<file path="config.mk">
export PLATFORM = sky130hd
export DESIGN_NAME = alu_seq
export DESIGN_NICKNAME = d
export VERILOG_FILES = /design/src/rtl/alu_seq.sv
export SDC_FILE = /design/constraint.sdc
export NUM_CORES = 1
export LEC_CHECK = 0
export BUFFER_PORTS_ARGS = -buffer_cell sky130_fd_sc_hd__buf_2
export CAP_MARGIN = 40
export CELL_PAD_IN_SITES_DETAIL_PLACEMENT = 1
export CELL_PAD_IN_SITES_GLOBAL_PLACEMENT = 2
export CORE_ASPECT_RATIO = 1.1
export CORE_MARGIN = 8
export CORE_UTILIZATION = 40
export CTS_CLUSTER_SIZE = 12
export DETAILED_ROUTE_END_ITERATION = 10
export HOLD_SLACK_MARGIN = 0.06
export PLACE_DENSITY_LB_ADDON = 0.1
export SYNTH_ARGS = -nofsm -noshare
export SYNTH_HDL_FRONTEND = slang
export SYNTH_SLANG_ARGS = --single-unit
</file>
<file path="constraint.sdc">
create_clock -name clk -period 9.14 [get_ports clk]
set_input_delay 0.914 -clock clk [delete_from_list [all_inputs] [get_ports clk]]
set_output_delay 0.914 -clock clk [all_outputs]
set_load 0.1 [all_outputs]
</file>
<file path="src/rtl/alu_seq.sv">
// alu_seq: registered ALU with start/busy/done handshake and a WIDTH-cycle shift-add multiplier.
// Define ALU_SEQ_DIV_EN to add the WIDTH-cycle restoring divider for op 10 (DIVU).
module alu_seq #(
  parameter int WIDTH = 32
) (
  input  logic             clk,
  input  logic             rst_n,
  input  logic             start,
  input  logic [3:0]       op,
  input  logic [WIDTH-1:0] a,
  input  logic [WIDTH-1:0] b,
  input  logic             cin,
  output logic             busy,
  output logic             done,
  output logic [WIDTH-1:0] res_lo,
  output logic [WIDTH-1:0] res_hi,
  output logic [3:0]       flags
);
  // state  | meaning
  // S_IDLE | ready; single-cycle ops complete from here
  // S_MUL  | shift-add multiply, one partial product per cycle
  // S_DIV  | restoring divide, one quotient bit per cycle

  localparam int LG = $clog2(WIDTH);

  localparam logic [3:0] OP_ADD  = 4'd0;
  localparam logic [3:0] OP_SUB  = 4'd1;
  localparam logic [3:0] OP_AND  = 4'd2;
  localparam logic [3:0] OP_OR   = 4'd3;
  localparam logic [3:0] OP_XOR  = 4'd4;
  localparam logic [3:0] OP_NOT  = 4'd5;
  localparam logic [3:0] OP_SHL  = 4'd6;
  localparam logic [3:0] OP_SHR  = 4'd7;
  localparam logic [3:0] OP_SAR  = 4'd8;
  localparam logic [3:0] OP_MULU = 4'd9;
`ifdef ALU_SEQ_DIV_EN
  localparam logic [3:0] OP_DIVU = 4'd10;
`endif

  typedef enum logic [1:0] {
    S_IDLE,
    S_MUL
`ifdef ALU_SEQ_DIV_EN
    , S_DIV
`endif
  } state_e;

  state_e           state_q, state_d;
  logic [LG-1:0]    cnt_q, cnt_d;
  logic [WIDTH:0]   acc_hi_q, acc_hi_d;
  logic [WIDTH-1:0] acc_lo_q, acc_lo_d;
  logic [WIDTH-1:0] opnd_q, opnd_d;
  logic [WIDTH-1:0] res_lo_q, res_lo_d;
  logic [WIDTH-1:0] res_hi_q, res_hi_d;
  logic [3:0]       flags_q, flags_d;
  logic             done_q, done_d;
`ifdef ALU_SEQ_DIV_EN
  logic             dz_q, dz_d;
`endif

  logic [LG-1:0]    sh;
  logic [WIDTH:0]   add_sum, sub_dif, shl_w, shr_w, sar_w;
  logic [WIDTH-1:0] alu_res;
  logic             alu_c, alu_v, alu_ok;

  // Shifts carry one extra bit so the last bit shifted out falls out as C.
  assign sh      = b[LG-1:0];
  assign add_sum = {1'b0, a} + {1'b0, b} + {{WIDTH{1'b0}}, cin};
  assign sub_dif = {1'b0, a} - {1'b0, b};
  assign shl_w   = {1'b0, a} << sh;
  assign shr_w   = {a, 1'b0} >> sh;
  assign sar_w   = $signed({a, 1'b0}) >>> sh;

  always_comb begin
    alu_res = '0;
    alu_c   = 1'b0;
    alu_v   = 1'b0;
    alu_ok  = 1'b1;
    case (op)
      OP_ADD: begin
        alu_res = add_sum[WIDTH-1:0];
        alu_c   = add_sum[WIDTH];
        alu_v   = (a[WIDTH-1] == b[WIDTH-1]) && (add_sum[WIDTH-1] != a[WIDTH-1]);
      end
      OP_SUB: begin
        alu_res = sub_dif[WIDTH-1:0];
        alu_c   = sub_dif[WIDTH];
        alu_v   = (a[WIDTH-1] != b[WIDTH-1]) && (sub_dif[WIDTH-1] != a[WIDTH-1]);
      end
      OP_AND: alu_res = a & b;
      OP_OR:  alu_res = a | b;
      OP_XOR: alu_res = a ^ b;
      OP_NOT: alu_res = ~a;
      OP_SHL: begin
        alu_res = shl_w[WIDTH-1:0];
        alu_c   = shl_w[WIDTH];
      end
      OP_SHR: begin
        alu_res = shr_w[WIDTH:1];
        alu_c   = shr_w[0];
      end
      OP_SAR: begin
        alu_res = sar_w[WIDTH:1];
        alu_c   = sar_w[0];
      end
      default: alu_ok = 1'b0;
    endcase
  end

  logic [WIDTH:0]   mul_sum;
  logic [WIDTH-1:0] mul_hi, mul_lo;

  assign mul_sum = acc_lo_q[0] ? (acc_hi_q + {1'b0, opnd_q}) : acc_hi_q;
  assign mul_hi  = mul_sum[WIDTH:1];
  assign mul_lo  = {mul_sum[0], acc_lo_q[WIDTH-1:1]};

`ifdef ALU_SEQ_DIV_EN
  logic [WIDTH:0]   div_sh, div_sub, div_rem;
  logic [WIDTH-1:0] div_quo;
  logic             div_ge;

  assign div_sh  = {acc_hi_q[WIDTH-1:0], acc_lo_q[WIDTH-1]};
  assign div_sub = div_sh - {1'b0, opnd_q};
  assign div_ge  = (div_sh >= {1'b0, opnd_q});
  assign div_rem = div_ge ? div_sub : div_sh;
  assign div_quo = {acc_lo_q[WIDTH-2:0], div_ge};
`endif

  always_comb begin
    state_d  = state_q;
    cnt_d    = cnt_q;
    acc_hi_d = acc_hi_q;
    acc_lo_d = acc_lo_q;
    opnd_d   = opnd_q;
    res_lo_d = res_lo_q;
    res_hi_d = res_hi_q;
    flags_d  = flags_q;
    done_d   = 1'b0;
`ifdef ALU_SEQ_DIV_EN
    dz_d     = dz_q;
`endif
    case (state_q)
      S_IDLE: begin
        if (start) begin
          if (op == OP_MULU) begin
            state_d  = S_MUL;
            cnt_d    = '0;
            acc_hi_d = '0;
            acc_lo_d = a;
            opnd_d   = b;
          end
`ifdef ALU_SEQ_DIV_EN
          else if (op == OP_DIVU) begin
            state_d  = S_DIV;
            cnt_d    = '0;
            acc_hi_d = '0;
            acc_lo_d = a;
            opnd_d   = b;
            dz_d     = (b == '0);
          end
`endif
          else begin
            done_d   = 1'b1;
            res_lo_d = alu_res;
            res_hi_d = '0;
            flags_d  = alu_ok ? {alu_res[WIDTH-1], alu_res == '0, alu_c, alu_v} : 4'b0000;
          end
        end
      end
      S_MUL: begin
        cnt_d    = cnt_q + 1'b1;
        acc_hi_d = {1'b0, mul_hi};
        acc_lo_d = mul_lo;
        if (cnt_q == LG'(WIDTH - 1)) begin
          state_d  = S_IDLE;
          done_d   = 1'b1;
          res_lo_d = mul_lo;
          res_hi_d = mul_hi;
          flags_d  = {mul_lo[WIDTH-1], mul_lo == '0, |mul_hi, |mul_hi};
        end
      end
`ifdef ALU_SEQ_DIV_EN
      S_DIV: begin
        cnt_d    = cnt_q + 1'b1;
        acc_hi_d = div_rem;
        acc_lo_d = div_quo;
        if (cnt_q == LG'(WIDTH - 1)) begin
          state_d  = S_IDLE;
          done_d   = 1'b1;
          res_lo_d = div_quo;
          res_hi_d = div_rem[WIDTH-1:0];
          flags_d  = {div_quo[WIDTH-1], div_quo == '0, 1'b0, dz_q};
        end
      end
`endif
      default: state_d = S_IDLE;
    endcase
  end

  always_ff @(posedge clk) begin
    if (!rst_n) begin
      state_q  <= S_IDLE;
      cnt_q    <= '0;
      acc_hi_q <= '0;
      acc_lo_q <= '0;
      opnd_q   <= '0;
      res_lo_q <= '0;
      res_hi_q <= '0;
      flags_q  <= '0;
      done_q   <= 1'b0;
`ifdef ALU_SEQ_DIV_EN
      dz_q     <= 1'b0;
`endif
    end else begin
      state_q  <= state_d;
      cnt_q    <= cnt_d;
      acc_hi_q <= acc_hi_d;
      acc_lo_q <= acc_lo_d;
      opnd_q   <= opnd_d;
      res_lo_q <= res_lo_d;
      res_hi_q <= res_hi_d;
      flags_q  <= flags_d;
      done_q   <= done_d;
`ifdef ALU_SEQ_DIV_EN
      dz_q     <= dz_d;
`endif
    end
  end

  assign busy   = (state_q != S_IDLE);
  assign done   = done_q;
  assign res_lo = res_lo_q;
  assign res_hi = res_hi_q;
  assign flags  = flags_q;

endmodule

</file>
* Word level (Yosys, flattened, before mapping)
Cells that the tools add are included.
Storage, ports and cells: RAM bits 0, bits in registers 173, output and inout port bits 70, memory bits (read-only) 0, memories kept 0, bits in latches 0
Operators by class: reduce and logical (&&, ||, !) cells 14, shift-type cells 3, bitwise gates (word level) 4, $mul 0, div/mod/pow operators 0, magnitude comparators 0, equality and inequality tests 19, add/sub/neg operators 5, muxes and demuxes 35
Operators with widths (count):
- $pmux W32 S9 | 1
- $mux W32 | 8
- $pmux W32 S2 | 3
- $mux W33 | 3
- $pmux W33 S2 | 1
- $logic_not A32 Y1 | 2
- $add A32 B32 Y33 | 1
- $add A33 B1 Y33 | 1
- $add A33 B32 Y33 | 1
- $shl A32 B5 Y33 | 1
- $shr A33 B5 Y33 | 1
- $sshr A33 B5 Y33 | 1
- $sub A32 B32 Y33 | 1
- $and A32 B32 Y32 | 1
- $not A32 Y32 | 1
- $or A32 B32 Y32 | 1
- $reduce_or A32 Y1 | 1
- $xor A32 B32 Y32 | 1
- $eq A4 B3 Y1 const B | 4
- $mux W4 | 4
- $mux W5 | 2
- $pmux W5 S2 | 1
- $reduce_and A3 Y1 | 3
- $reduce_or A9 Y1 | 1
- 20 further kinds | 35

* Depth between registers and ports, before layout
depth in word-level cells 9, mapped depth 18

* Least setup slack after synthesis
No wires, ideal clock.
kind input -> register, start point in b[3], end point reg flags_q[0] (netlist: flags[0]), library setup time 119 ps, arrival 4662 ps, buffers on the path 5, required time 9021 ps, cell stages on the path 17, path slack 4358 ps, cells stage by stage buf_2 -> buf_2 -> clkinv_1 -> clkbuf_1 -> buf_1 -> ha_1 -> clkbuf_1 -> nor2_1 -> o211ai_1 -> a211oi_2 -> a211oi_1 -> o31ai_2 -> o2111ai_1 -> o311ai_0 -> o22ai_1 -> o31a_1 -> o221a_1
Between the ends: longest elaborated chain between the ends 9, elaborated cells on any way between the ends 12
RTL lines:
- from (decl) | line 11 | input logic [WIDTH-1:0] b,
- $add A32 B32 Y33 | line 68 | assign add_sum = {1'b0, a} + {1'b0, b} + {{WIDTH{1'b0}}, cin};
- $add A33 B1 Y33 | line 68
- $ne A1 B1 Y1 | line 83 | alu_v = (a[WIDTH-1] == b[WIDTH-1]) && (add_sum[WIDTH-1] != a[WIDTH-1]);
- $logic_and A1 B1 Y1 | line 83
- $pmux W1 S2 * | line 79 | case (op)
- $mux W4 * | line 166 | flags_d = alu_ok ? {alu_res[WIDTH-1], alu_res == '0, alu_c, alu_v} : 4'b0000;
- $mux W4 * | line 145 | if (op == OP_MULU) begin
- $mux W4 * | line 144 | if (start) begin
- $pmux W4 S2 * | line 142 | case (state_q)
- to (signal assigned) | line 222 | flags_q <= flags_d;
- to (decl) | line 55 | logic [3:0] flags_q, flags_d;
Mark *: on every way between the ends. The rest lies on a longest branch, timed or not. The select of a mux whose other input is x is not followed. A chain may end at the register's enable or synchronous reset.

* Final worst setup path
start point in b[1], end point reg flags_q[2] (netlist: flags[2])
Between the ends: longest elaborated chain between the ends 8, elaborated cells on any way between the ends 15
RTL lines (line):
- $add A32 B32 Y33 | 68
- $add A33 B1 Y33 | 68
- $pmux W32 S9 * | 79
- $logic_not A32 Y1 * | 166
- $mux W4 * | 166
- $mux W4 * | 145
- $mux W4 * | 144
- $pmux W4 S2 * | 142
Marked as above.

==> impl_metrics.yaml <==
status:
  status: "finished clean"
power:
  power_frac_comb: 0.396
  pwr-share-clk: 0.301
  p_leak_nw: 8.65
  seqPwrFrac: 0.303
  switching_share: 0.445
  power_mw: 2.56
  peakVddDrop_v: 0.000123
  intPower_mw: 1.42
  p_per_area_mw_per_mm2: 118
  p_switching_mw: 1.14
routing:
  drtAntennaViolNets: 0
  drt-pass1-iter-count: 6
  drtIter0Drc: 2542
  vias: 23100
  viasPerCell: 6.94
  wl_per_cell_um: 33.5
  drt_wl_total_um: 111000
  drc_errors: 0
floorplan:
  die_w_um: 229
  start_util: 0.402
  io_pins: 142
  fp-row-count: 86
  die_h_um: 251
  dieArea_mm2: 0.0574
  coreArea_mm2: 0.0497
layout:
  finish.utilization: 0.434
  nets: 2863
  final_layout_size_suffix_gt1_frac: 0.138
  num-fill-cells: 6226
  area_growth_syn_to_layout_pct: 7.99
  final_cell_area_mm2: 0.0216
  instances_no_fill: 3331
setup_path:
  crit_path_cell_trace: "buf_4 -> buf_4 -> mux4_2 -> mux2i_1 -> o32ai_1 -> a221oi_1 -> and4_1 -> nand4bb_1 -> nor4_1 -> nand4_1 -> nor4b_2 -> nand4_1 -> nand2_1"
  crit_family: "simple AND/OR/NAND/NOR gates"
  crit_arrival_ns: 5.97
  crit_slowest_cell: "buf_4"
  cp_slowest_stage_delay_ns: 0.84
  start_kind: "primary input"
  cp_max_fo: 66
  endpoint_kind: "flop"
  worst-endpoint-required_ns: 9.55
  cp.buffers_inverters: 2
  path_class: "in2reg"
sta:
  rsz0062_at_grt: "false"
  max_freq_mhz: 180
  slew_headroom: 0.312
  min_period_ns: 5.56
  hold_viol_final: 0
  setup_violations: 0
  fin_ws_ns: 3.58
  setup_tns_ns: 0
  fin_hold_ws_ns: 0.462
  worst_pin_slew_ns: 1.03
  slew_violations: 0
  skew_ns: 0.0214
  min_period_over_period: 0.608
logic_synthesis:
  synth_area_per_cell_um2: 7.47
  synth_cell_type_count: 95
  ys_seq_area_frac: 0.171
  synth_flop_cell: "dfxtp_1"
  async_flop_share: 0
  synth_area_mm2: 0.0200
  ys_ff_latch: 171
  netlist_instances: 2679
  synth.net_count: 2886
  synth_edf_count: 0
  ys_warn_count: 0
clocking:
  cts.path.max_buffers: 2
  post_cts_buffers: 0
  insertion_delay_ns: 0.47
  cts_buffers: 17
  hold_buffers: 0
  clk_pin_slew_ns: 0.09
  cts-root-buf: "clkbuf_16"
  cts_tree: "yes"
  cts.sinks: 171
  cts.repair.resized: 0
  htreeDepth: 4
grt:
  grt_usage: 0.372
  grt.met2_usage: 0.609
  grt.busiest_layer: "met2"
  antenna_found_initial: 2
  grt_pass1_vias: 23300
  grt_remaining_overflow: 0
  use_met1: 0.448
  grt_start_max_net_pins: 80
  use_met3: 0.0581
  grt_pass1_wl_um: 161000
place:
  dpl.hpwl_um: 81800
  place_ws_ns: 3.28
  numPortBuffers: 141
  dpl_cell_area_mm2: 0.0210
  gp_congestion: 1.07
  dp_cells: 3294
hold_path:
  hp-class: "reg2reg"
run:
  drv_cap: 0
## flip-flops by register name, summed over array words and instances (netlist names)
name and cells:
res_lo 32, done 1, res_hi 32, flags 4, state_q 1, opnd_q 32, cnt_q 5, acc_hi_q 32
acc_lo_q 32
## cell type report
cell class,count,area (um2),area share
antenna,2,5.00,0.000232
clock buffer,17,425,0.0197
clock inverter,15,193,0.00892
inverter,107,404,0.0187
multi-input combinational,2165,15200,0.704
sequential,171,3430,0.159
tap,660,826,0.0382
timing repair buffer,194,1110,0.0512
## synth_stat cells, drive strengths merged (11+ instances only)
cell type	n	area share
nand2	303	0.057
nor2	274	0.051
a21oi	264	0.066
dfxtp	171	0.17
clkbuf	157	0.029
ha	131	0.082
o21ai	120	0.030
inv	103	0.019
mux2i	97	0.049
buf	79	0.021
nor3	78	0.020
mux4	68	0.078
o211ai	53	0.020
nand3	45	0.011
a211oi	37	0.015
a21o	37	0.014
mux2	34	0.019
o22ai	33	0.010
a221oi	31	0.014
nor2b	31	0.0097
nor4	30	0.0094
and2	29	0.0091
nand2b	29	0.0091
nand4	28	0.0088
a31oi	24	0.0075
a22oi	21	0.0079
o31ai	21	0.0084
or3	18	0.0056
and3	16	0.0050
o21a	15	0.0056
o21bai	15	0.0056
a221o	14	0.0070
o2111ai	14	0.0061
xnor2	14	0.0061
o221ai	13	0.0057
or4	13	0.0049
nor3b	12	0.0045
a2111oi	11	0.0051
## path summary, 6_finish.rpt
kind / start / to / slack, ns / depth (start not counted)
worst max-delay path: b[1] / flags[2] / 3.58 / 13
worst max register to register: acc_hi_q[0] / flags[0] / 4.05 / 13
worst min-delay path: res_hi[30] / res_hi[30] / 0.46 / 2
worst min register to register: res_hi[30] / res_hi[30] / 0.46 / 2
## placed cells by master, fill, tap and decap left out, types with 15 or more instances in the layout
cell type,count
a211oi_1,34
a21o_1,37
a21oi_1,263
a221oi_1,30
a22oi_1,21
a31oi_1,24
and2_1,28
and3_1,15
buf_2,145
buf_4,47
clkbuf_16,17
dfxtp_1,169
ha_1,131
inv_1,102
mux2_2,34
mux2i_1,97
mux4_2,60
nand2_1,303
nand2b_1,29
nand3_1,45
nand4_1,28
nor2_1,272
nor2b_1,31
nor3_1,78
nor4_1,29
o211ai_1,52
o21a_1,15
o21ai_0,117
o21bai_1,15
o22ai_1,33
o31ai_1,19
or3_1,18
## power groups by stage
stage	logic (mW)	clock network, mW	registers, mW
2_1_floorplan	0.540	0	0.876
3_3_place_gp	0.959	0	0.791
3_5_place_dp	0.971	0	0.792
4_1_cts	0.975	0.780	0.775
5_1_grt	1.04	0.804	0.776
6_report	1.01	0.770	0.775
## worst register-to-register path, delay by kind of cell (launching register included)
| family | cells | cell delay [ns] |
|---|---|---|
| flip-flops | 1 | 0.34 |
| AO/OA/AOI/OAI | 7 | 2.61 |
| AND/OR/NAND/NOR | 3 | 1.22 |
| adder cells (fa/ha/maj) | 2 | 0.67 |
| multiplexers | 1 | 0.16 |
## metal layers
layer / up-vias / part of all wire / routed length, um
li1: 9963 / - / -
met5: - / 0.00012 / 13
met1: 11600 / 0.39 / 43000
met3: 338 / 0.077 / 8600
met4: 2 / 0.074 / 8260
met2: 1257 / 0.46 / 51600
## kinds of logic (layout without fill, tap and decap cells)
kind of cell             after synthesis  count (layout)  synth area share
other                                  0               2                 0
buffers and inverters                343             333            0.0705
AND/OR/NAND/NOR                      963             963             0.231
adder cells (fa/ha/maj)              135             135            0.0860
AO/OA/AOI/OAI                        847             847             0.286
flip-flops                           171             171             0.171
XOR/XNOR                              21              21           0.00920
multiplexers                         199             199             0.146
(Power assumes the default switching activity.)
